===== config.mk =====
export PLATFORM = sky130hd
export DESIGN_NAME = apb_master_bridge
export DESIGN_NICKNAME = d
export VERILOG_FILES = /design/src/rtl/apb_pkg.sv /design/src/rtl/apb_addr_decoder.sv /design/src/rtl/apb_master_bridge.sv
export SDC_FILE = /design/constraint.sdc
export NUM_CORES = 1
export LEC_CHECK = 0
export BUFFER_PORTS_ARGS = -buffer_cell sky130_fd_sc_hd__buf_2
export CORE_MARGIN = 10
export CORE_UTILIZATION = 30
export DETAILED_ROUTE_END_ITERATION = 6
export GPL_TIMING_DRIVEN = 0
export PLACE_DENSITY = 0.62
export SLEW_MARGIN = 15
export SYNTH_ARGS = -nofsm -noshare
export SYNTH_HDL_FRONTEND = slang
export SYNTH_SLANG_ARGS = --single-unit

===== constraint.sdc =====
create_clock -name clk -period 2.35 [get_ports clk]
set_clock_uncertainty 0.15 [all_clocks]
set_input_delay 0.47 -clock clk [delete_from_list [all_inputs] [get_ports clk]]
set_output_delay 0.47 -clock clk [all_outputs]
set_load 0.05 [all_outputs]

===== src/rtl/apb_pkg.sv =====
// Shared types and constants for the CPU data-port to APB3 bridge.
package apb_pkg;

  typedef enum logic [1:0] {
    IDLE,
    SETUP,
    ACCESS,
    RESP
  } apb_state_e;

  localparam logic [31:0] BASE_ADDR_DEFAULT   = 32'h1000_0000;
  localparam int          NUM_SLV_DEFAULT     = 4;
  localparam int          APB_TIMEOUT_DEFAULT = 255;

  localparam int SLV_RAM   = 0;
  localparam int SLV_GPIO  = 1;
  localparam int SLV_UART  = 2;
  localparam int SLV_TIMER = 3;

endpackage


===== src/rtl/apb_addr_decoder.sv =====
// Maps a byte address onto one of NUM_SLV consecutive 4 KiB slave windows.
module apb_addr_decoder
  import apb_pkg::*;
#(
  parameter int          NUM_SLV   = NUM_SLV_DEFAULT,
  parameter logic [31:0] BASE_ADDR = BASE_ADDR_DEFAULT
) (
  input  logic [31:0]        addr,
  output logic               hit,
  output logic [NUM_SLV-1:0] sel
);

  logic [19:0] page_diff;
  logic        unused_offset;

  // Offset bits belong to the slave, not to the decode.
  assign unused_offset = ^addr[11:0];

  // Unsigned 20-bit difference: pages below the base wrap high and miss.
  always_comb begin
    page_diff = addr[31:12] - BASE_ADDR[31:12];
    hit       = (page_diff < 20'(NUM_SLV));
    sel       = '0;
    for (int n = 0; n < NUM_SLV; n++) begin
      if (page_diff == 20'(n)) sel[n] = 1'b1;
    end
  end

endmodule


===== src/rtl/apb_master_bridge.sv =====
// Turns one CPU load/store into one APB3 transfer, with miss and timeout
// termination so the memory-access state always sees a ready pulse.
//
// state  | meaning
// IDLE   | waiting for transfer; address/data/direction latched on accept
// SETUP  | PSEL asserted, PENABLE low, exactly one cycle
// ACCESS | PENABLE high, waiting on selected PREADY or timeout
// RESP   | ready (and err) pulse for one cycle, then back to IDLE
module apb_master_bridge
  import apb_pkg::*;
#(
  parameter int          NUM_SLV   = NUM_SLV_DEFAULT,
  parameter logic [31:0] BASE_ADDR = BASE_ADDR_DEFAULT,
  parameter int          TIMEOUT   = APB_TIMEOUT_DEFAULT
) (
  input  logic                  clk,
  input  logic                  reset,
  input  logic                  transfer,
  input  logic                  write,
  input  logic [31:0]           addr,
  input  logic [31:0]           wdata,
  output logic [31:0]           rdata,
  output logic                  ready,
  output logic                  err,
  output logic [31:0]           PADDR,
  output logic [31:0]           PWDATA,
  output logic                  PWRITE,
  output logic                  PENABLE,
  output logic [NUM_SLV-1:0]    PSEL,
  input  logic [NUM_SLV*32-1:0] PRDATA,
  input  logic [NUM_SLV-1:0]    PREADY
);

  localparam logic [7:0] WAIT_LAST = 8'(TIMEOUT - 1);

  apb_state_e          state_q, state_d;
  logic [7:0]          wait_cnt_q, wait_cnt_d;
  logic [31:0]         rdata_q, rdata_d;
  logic                ready_q, ready_d;
  logic                err_q, err_d;
  logic [31:0]         paddr_q, paddr_d;
  logic [31:0]         pwdata_q, pwdata_d;
  logic                pwrite_q, pwrite_d;
  logic                penable_q, penable_d;
  logic [NUM_SLV-1:0]  psel_q, psel_d;

  logic                dec_hit;
  logic [NUM_SLV-1:0]  dec_sel;
  logic                slv_ready;
  logic [31:0]         slv_rdata;

  apb_addr_decoder #(
    .NUM_SLV   (NUM_SLV),
    .BASE_ADDR (BASE_ADDR)
  ) u_decoder (
    .addr (addr),
    .hit  (dec_hit),
    .sel  (dec_sel)
  );

  // PSEL stays one-hot through SETUP/ACCESS, so it doubles as the read mux select.
  always_comb begin
    slv_ready = 1'b0;
    slv_rdata = '0;
    for (int n = 0; n < NUM_SLV; n++) begin
      if (psel_q[n]) begin
        slv_ready = slv_ready | PREADY[n];
        slv_rdata = slv_rdata | PRDATA[32*n +: 32];
      end
    end
  end

  always_comb begin
    state_d    = state_q;
    wait_cnt_d = wait_cnt_q;
    rdata_d    = rdata_q;
    ready_d    = 1'b0;
    err_d      = 1'b0;
    paddr_d    = paddr_q;
    pwdata_d   = pwdata_q;
    pwrite_d   = pwrite_q;
    penable_d  = penable_q;
    psel_d     = psel_q;

    case (state_q)
      IDLE: begin
        if (transfer) begin
          paddr_d  = addr;
          pwdata_d = wdata;
          pwrite_d = write;
          if (dec_hit) begin
            state_d   = SETUP;
            psel_d    = dec_sel;
            penable_d = 1'b0;
          end else begin
            state_d = RESP;
            ready_d = 1'b1;
            err_d   = 1'b1;
            rdata_d = '0;
          end
        end
      end
      SETUP: begin
        state_d    = ACCESS;
        penable_d  = 1'b1;
        wait_cnt_d = '0;
      end
      ACCESS: begin
        if (slv_ready) begin
          state_d   = RESP;
          psel_d    = '0;
          penable_d = 1'b0;
          ready_d   = 1'b1;
          rdata_d   = pwrite_q ? 32'h0 : slv_rdata;
        end else if (wait_cnt_q == WAIT_LAST) begin
          state_d   = RESP;
          psel_d    = '0;
          penable_d = 1'b0;
          ready_d   = 1'b1;
          err_d     = 1'b1;
          rdata_d   = '0;
        end else begin
          wait_cnt_d = wait_cnt_q + 8'd1;
        end
      end
      RESP: begin
        state_d = IDLE;
      end
      default: begin
        state_d = IDLE;
      end
    endcase
  end

  always_ff @(posedge clk) begin
    if (reset) begin
      state_q    <= IDLE;
      wait_cnt_q <= '0;
      rdata_q    <= '0;
      ready_q    <= 1'b0;
      err_q      <= 1'b0;
      paddr_q    <= '0;
      pwdata_q   <= '0;
      pwrite_q   <= 1'b0;
      penable_q  <= 1'b0;
      psel_q     <= '0;
    end else begin
      state_q    <= state_d;
      wait_cnt_q <= wait_cnt_d;
      rdata_q    <= rdata_d;
      ready_q    <= ready_d;
      err_q      <= err_d;
      paddr_q    <= paddr_d;
      pwdata_q   <= pwdata_d;
      pwrite_q   <= pwrite_d;
      penable_q  <= penable_d;
      psel_q     <= psel_d;
    end
  end

  assign rdata   = rdata_q;
  assign ready   = ready_q;
  assign err     = err_q;
  assign PADDR   = paddr_q;
  assign PWDATA  = pwdata_q;
  assign PWRITE  = pwrite_q;
  assign PENABLE = penable_q;
  assign PSEL    = psel_q;

endmodule


==> results of run 1 <==
==> stage by stage <==
stage / setup TNS (ns) / std cells
after global placement: -9.70 / 1137
final: 0 / 1169
after detailed placement: -11.95 / 1137
after CTS: 0 / 1169
after global routing: 0 / 1169
after floorplan: 0 / 614
==> path summary, 6_finish.rpt <==
path	endpoint	from	slack [ns]	cells after the start
setup reg to reg	rdata[21]$_SDFFE_PP0P_	state_q[0]$_SDFFE_PP0P_	0.13	9
hold / removal	PADDR[3]$_SDFFE_PP0P_	addr[3]	0.14	3
hold reg to reg	PADDR[6]$_SDFFE_PP0P_	PADDR[6]$_SDFFE_PP0P_	0.30	2
setup / recovery	rdata[21]$_SDFFE_PP0P_	state_q[0]$_SDFFE_PP0P_	0.13	9
==> kinds of logic after synthesis <==
logic type               Yosys count  synth area share, %
AND/OR/NAND/NOR                  210                 18.4
AO/OA/AOI/OAI                    193                 23.5
flip-flops                       114                 44.2
buffers and inverters             57                 5.09
multiplexers                      34                 7.40
adder cells (fa/ha/maj)            6                 1.45
==> synth_stat cells (all sizes together), types with 2 or more instances <==
library cell	count	area [um2]
nand2	141	529
dfxtp	114	2280
a21oi	104	521
a22oi	66	500
clkbuf	35	131
mux2	33	372
nor2b	32	200
buf	16	109
nor2	8	30.0
ha	6	75.1
inv	6	22.5
nand3	6	30.0
o21ai	6	37.5
a211oi	5	50.1
a32o	4	40.0
nand2b	4	25.0
nor4	4	25.0
or3	4	26.3
nor3	3	15.0
or4	3	23.8
a31oi	2	12.5
and2	2	15.0
o31ai	2	15.0
==> final cells by class <==
class / instances / area, um2
tap: 220 / 275
clock inverter: 14 / 179
buffer: 50 / 253
multi-input combinational: 443 / 2620
clock buffer: 18 / 439
sequential: 114 / 2280
inverter: 6 / 22.5
timing repair buffer: 304 / 1540
fill: 1741 / 9090
==> report_power, final <==
group	switching, W	leakage, nW	internal, W
Sequential	0.000121	0.929	0.00218
Combinational	0.00192	2.18	0.000926
Clock	0.000975	0.293	0.00171
==> per-layer routing <==
layer,vias up,part of all wire [%]
met5,-,0.056
met4,2,2.2
met3,31,10
met2,242,48
met1,2561,40
li1,2816,-
==> placed cells by master (no fill, tap or decap), types with 8 or more instances in the layout <==
cell type,count
a21oi_1,104
a22oi_1,65
buf_2,307
clkbuf_1,28
clkbuf_16,17
clkbuf_2,9
dfxtp_1,112
mux2_2,33
nand2_1,141
nor2_1,8
nor2b_1,32
==> worst reg2reg max path, delay by kind of cell (launching register included) <==
kind            cells  cell delay [ns]
mux                 1             0.34
flops               1             0.34
simple gates        1             0.13
compound gates      2             0.38
fa+ha+maj           1             0.19
buf+inv             4             0.57
==> timing repair <==
action	in CTS	in global routing
buffers inserted	0	1
endpoints found under the setup margin	80	78
pin swaps	1	1
gates resized for setup	5	14
==> state kept, by name (all words and copies together) (netlist names) <==
register	flops
state_q	2
ready	1
PENABLE	1
PADDR	32
rdata	32
PWDATA	32
PWRITE	1
err	1
PSEL	4
wait_cnt_q	8
==> impl_metrics.json, run 1 <==
{
  "max_slew_margin_pct": 48.7,
  "endpoint_type_of_the_worst_setup_path": "flop",
  "critPathSlowestCell": "dfxtp_2",
  "total_leakage_power_nw": 3.40,
  "floorplan.io_pins": 304,
  "drive_above_1_share_pct": 42.7,
  "gpl.final_weighted_congestion": 0.896,
  "synth.avg_cell_area_um2": 8.40,
  "synth-seq-cells": 114,
  "numCtsBuffers": 17,
  "max_slew.worst_pin.slew_ns": 0.769,
  "postSynthNetCount": 820,
  "drtIter0Drc": 263,
  "dp_worst_setup_slack_ns": -0.211,
  "hold_ws_ns": 0.135,
  "first_global_vias": 5846,
  "worst_ep_required_time_ns": 2.50,
  "initial_util_pct": 30.9,
  "postLayoutCoreUtil_pct": 45.6,
  "vias": 5652,
  "drt-vias-per-instance": 4.83,
  "use_met1_pct": 20.7,
  "clock_tree.buffer_depth": 2,
  "yosys_warnings": 0,
  "tritoncts": "built",
  "finalWorstSetupSlack_ns": 0.128,
  "async_reset_ff_share_pct": 0,
  "floorplan.core_area_um2": 16700,
  "ant_nets": 0,
  "netlist_instances": 614,
  "grt_use_total_pct": 19.4,
  "slew_violations": 0,
  "die_area_um2": 22800,
  "post_synth_edffs": 0,
  "numClockSinks": 114,
  "synth_sequential_area_ratio_pct": 44.2,
  "grt.met3_usage_pct": 7.70,
  "max-vdd-ir-drop_mv": 0.569,
  "grt_max_degree": 17,
  "worst-endpoint-arrival_ns": 2.37,
  "crit_family": "buffers and inverters",
  "slowest_delay_ns": 0.34,
  "period_needed_ns": 2.22,
  "finish.instance_area_um2": 7610,
  "hold_path_class": "in -> reg",
  "wire_length_of_the_first_global_routing_pass_um": 33800,
  "design.final.nets": 1142,
  "cp_cell_sequence": "inv_1, ha_1, buf_2, nand2b_1, o21ai_2, a211oi_4, buf_12, buf_6, mux2_2",
  "cts_hold_buf": 0,
  "buffers_plus_inverters_on_the_worst_setup_path": 4,
  "setup-violations-final": 0,
  "num_antenna_cells": 0,
  "routed_wirelength_um": 23200,
  "max_cap_viol_count": 0,
  "worst_skew_pair.late_latency_ns": 0.41,
  "grt_overflow_total": 0,
  "grt-busiest-layer": "met2",
  "synth.lib_cells_used.distinct": 40,
  "drtPass1Iterations": 4,
  "dp.final_hpwl_um": 18700,
  "cts.htree.levels": 4,
  "detail_route.drc_violations": 0,
  "flow.area_growth_from_synthesis_pct": 47.5,
  "cp-start-kind": "flop",
  "maxClockFrequency_ghz": 0.450,
  "p_total_w": 0.00782,
  "detail_route.wl_per_cell_um": 19.9,
  "netlist_area_um2": 5160,
  "dpl-instance-area_um2": 6950,
  "rows": 47,
  "unrepaired_setup_endpoints_after_global_routing": "false",
  "worst_setup_hold_path_clk_slew_ns": 0.06,
  "criticalPathCategory": "reg -> reg",
  "die_h_um": 151,
  "fin_crit_sh_pct": 94.6,
  "hold_viol": 0,
  "floorplan.die.width_um": 151,
  "antenna_found_initial": 2,
  "clock-root-buffer": "clkbuf_16",
  "global_routing_met2_resource_utilization_pct": 34.1,
  "run_status": "complete, no violations",
  "synth_ff_type": "dfxtp_1",
  "io_buffers": 303,
  "critical_path.max_fanout": 10,
  "pwr_density_cell_nw_per_um2": 1030
}
Power figures use the tool's default switching activity.
==> run 2: changes to the inputs <==
--- a/config.mk
+++ b/config.mk
@@ -10,7 +10,7 @@
 export CORE_UTILIZATION = 30
 export DETAILED_ROUTE_END_ITERATION = 6
 export GPL_TIMING_DRIVEN = 0
-export PLACE_DENSITY = 0.62
+export RECOVER_POWER = 100
 export SLEW_MARGIN = 15
 export SYNTH_ARGS = -nofsm -noshare
 export SYNTH_HDL_FRONTEND = slang
==> impl_metrics.json, run 2 (synthesized netlist as in run 1, its figures left out) <==
{
  "run_status": "complete, no violations",
  "placed_cells_incl_taps": 1137,
  "most_frequent_standard_cell_in_the_layout_excluding_fill_and_tap_cells": "buf_2",
  "clock-root-buffer": "clkbuf_16",
  "endpoint_type_of_the_worst_setup_path": "flop",
  "flow.area_growth_from_synthesis_pct": 46.2,
  "floorplan.io_pins": 304,
  "cp-start-kind": "flop",
  "stdcell_count": 1169,
  "routed_wirelength_um": 23100,
  "numClockSinks": 114,
  "total_leakage_power_nw": 3.00,
  "hp-start": "wdata[2]",
  "die_h_um": 151,
  "setup-violations-final": 0,
  "max_slew.worst_pin.slew_ns": 0.787,
  "drtPass1Iterations": 4,
  "criticalPathCategory": "reg -> reg",
  "pwr_density_cell_nw_per_um2": 1070,
  "fin_crit_sh_pct": 94.6,
  "grt_use_total_pct": 19.5,
  "vias": 5728,
  "initial_util_pct": 30.9,
  "power.internal_w": 0.00514,
  "layout.cells.most_common_list": "buf_2, nand2_1, clkbuf_1, dfxtp_1, a21oi_1",
  "first_global_vias": 5865,
  "num_antenna_cells": 0,
  "worst_skew_pair.late_latency_ns": 0.41,
  "critical_path.max_fanout": 10,
  "drtIter0Drc": 187,
  "cts.htree.levels": 4,
  "hold_ws_ns": 0.138,
  "clock_power_share_pct": 37.1,
  "detail_route.drc_violations": 0,
  "wire_length_of_the_first_global_routing_pass_um": 34000,
  "design.final.nets": 1143,
  "sequentialPowerShare_pct": 28.6,
  "totalNegativeSetupSlack_ns": 0,
  "max_slew_margin_pct": 47.8,
  "detail_route.wl_per_cell_um": 19.8,
  "period_needed_ns": 2.22,
  "switching_share_pct": 36.2,
  "antenna_found_initial": 1,
  "grt_max_degree": 17,
  "drt-vias-per-instance": 4.90,
  "maxClockFrequency_ghz": 0.450,
  "worst-endpoint-arrival_ns": 2.37,
  "p_total_w": 0.00806,
  "clock_tree.buffer_depth": 2,
  "die_area_um2": 22800,
  "gpl.final_weighted_congestion": 0.932,
  "min_delay_path_depth": 3,
  "power.switching_w": 0.00291,
  "worst_setup_hold_path_clk_slew_ns": 0.06,
  "numCtsBuffers": 17,
  "unrepaired_setup_endpoints_after_global_routing": "true",
  "dp.final_hpwl_um": 19000,
  "r2r_setup_slack_ns": 0.13,
  "max_cap_viol_count": 0,
  "worst_ep_required_time_ns": 2.49,
  "pwr-share-comb_pct": 34.3,
  "floorplan.die.width_um": 151,
  "tritoncts": "built",
  "max-vdd-ir-drop_mv": 0.582,
  "r2r_start": "state_q[0]$_SDFFE_PP0P_",
  "cts_hold_buf": 0,
  "hold_path_class": "in -> reg",
  "drive_above_1_share_pct": 31.0,
  "hold_viol": 0,
  "timing.reg2reg.worst_path_depth": 9,
  "floorplan.core_area_um2": 16700,
  "rows": 47,
  "grt_overflow_total": 0,
  "io_buffers": 303,
  "ant_nets": 0,
  "r2r_end": "rdata[19]$_SDFFE_PP0P_",
  "worst_hold_path.endpoint": "PWDATA[2]$_SDFFE_PP0P_",
  "slew_violations": 0
}
-- run 2: power groups by stage --
| stage | combinational, W | sequential (W) | clock, W |
|---|---|---|---|
| 2_1_floorplan | 0.00127 | 0.00305 | 0 |
| 5_1_grt | 0.00303 | 0.00233 | 0.00314 |
| 3_5_place_dp | 0.00276 | 0.00234 | 0 |
| 6_report | 0.00276 | 0.00230 | 0.00299 |
| 3_3_place_gp | 0.00276 | 0.00233 | 0 |
| 4_1_cts | 0.00286 | 0.00230 | 0.00305 |
-- run 2: metal layers --
| layer | routed length, um | vias to the layer above | GRT usage (%) | share of wire (%) |
|---|---|---|---|---|
| li1 | - | 2805 | - | - |
| met1 | 8790 | 2636 | 20.1 | 38 |
| met2 | 11300 | 259 | 34.1 | 49 |
| met3 | 2650 | 28 | 9.19 | 11 |
| met4 | 448 | 0 | 6.88 | 1.9 |
| met5 | 0 | - | 0 | 0 |
-- run 2: cell type report --
type	instances	area (um2)
Timing Repair Buffer	305	1410
Buffer	50	248
Clock buffer	22	484
Multi-Input combinational cell	443	2620
Inverter	6	22.5
Fill cell	1778	9160
Sequential cell	114	2280
Clock inverter	9	200
Tap cell	220	275
-- run 2: critical path, stage by stage (launching register included) --
cell and delay [ns]:
dfxtp_1 0.36, inv_1 0.10, ha_1 0.19, buf_2 0.18, nand2b_1 0.14, o21ai_2 0.12
a211oi_4 0.22, buf_12 0.15, buf_6 0.14, mux2_2 0.35
-- run 2: how the worst max path moves through the flow --
stage	from	endpoint	slack [ns]
floorplan	PSEL[3]$_SDFFE_PP0P_	rdata[10]$_SDFFE_PP0P_	0.07
global route	state_q[1]$_SDFFE_PP0P_	PADDR[25]$_SDFFE_PP0P_	-0.002
global placement	reset	state_q[0]$_SDFFE_PP0P_	-0.18
CTS	PSEL[2]$_SDFFE_PP0P_	rdata[5]$_SDFFE_PP0P_	0.009
detailed placement	reset	PWDATA[23]$_SDFFE_PP0P_	-0.20
finish	state_q[0]$_SDFFE_PP0P_	rdata[19]$_SDFFE_PP0P_	0.13
-- run 2: timing repair --
item / in CTS / in global routing
endpoints found under the setup margin: 80 / 56
gates resized for setup: 4 / 9
pin swaps: 1 / 0
buffers inserted: 2 / 0
-- run 2: through the flow --
step / area, um2 / setup slack [ns] / util (%)
2_1_floorplan: 5160 / 0.0735 / -
3_3_place_gp: 6950 / -0.182 / 41.6
3_5_place_dp: 6950 / -0.197 / 41.6
4_1_cts: 7670 / 0.00915 / 45.9
5_1_grt: 7540 / -0.00231 / 45.2
6_report: 7540 / 0.127 / 45.2
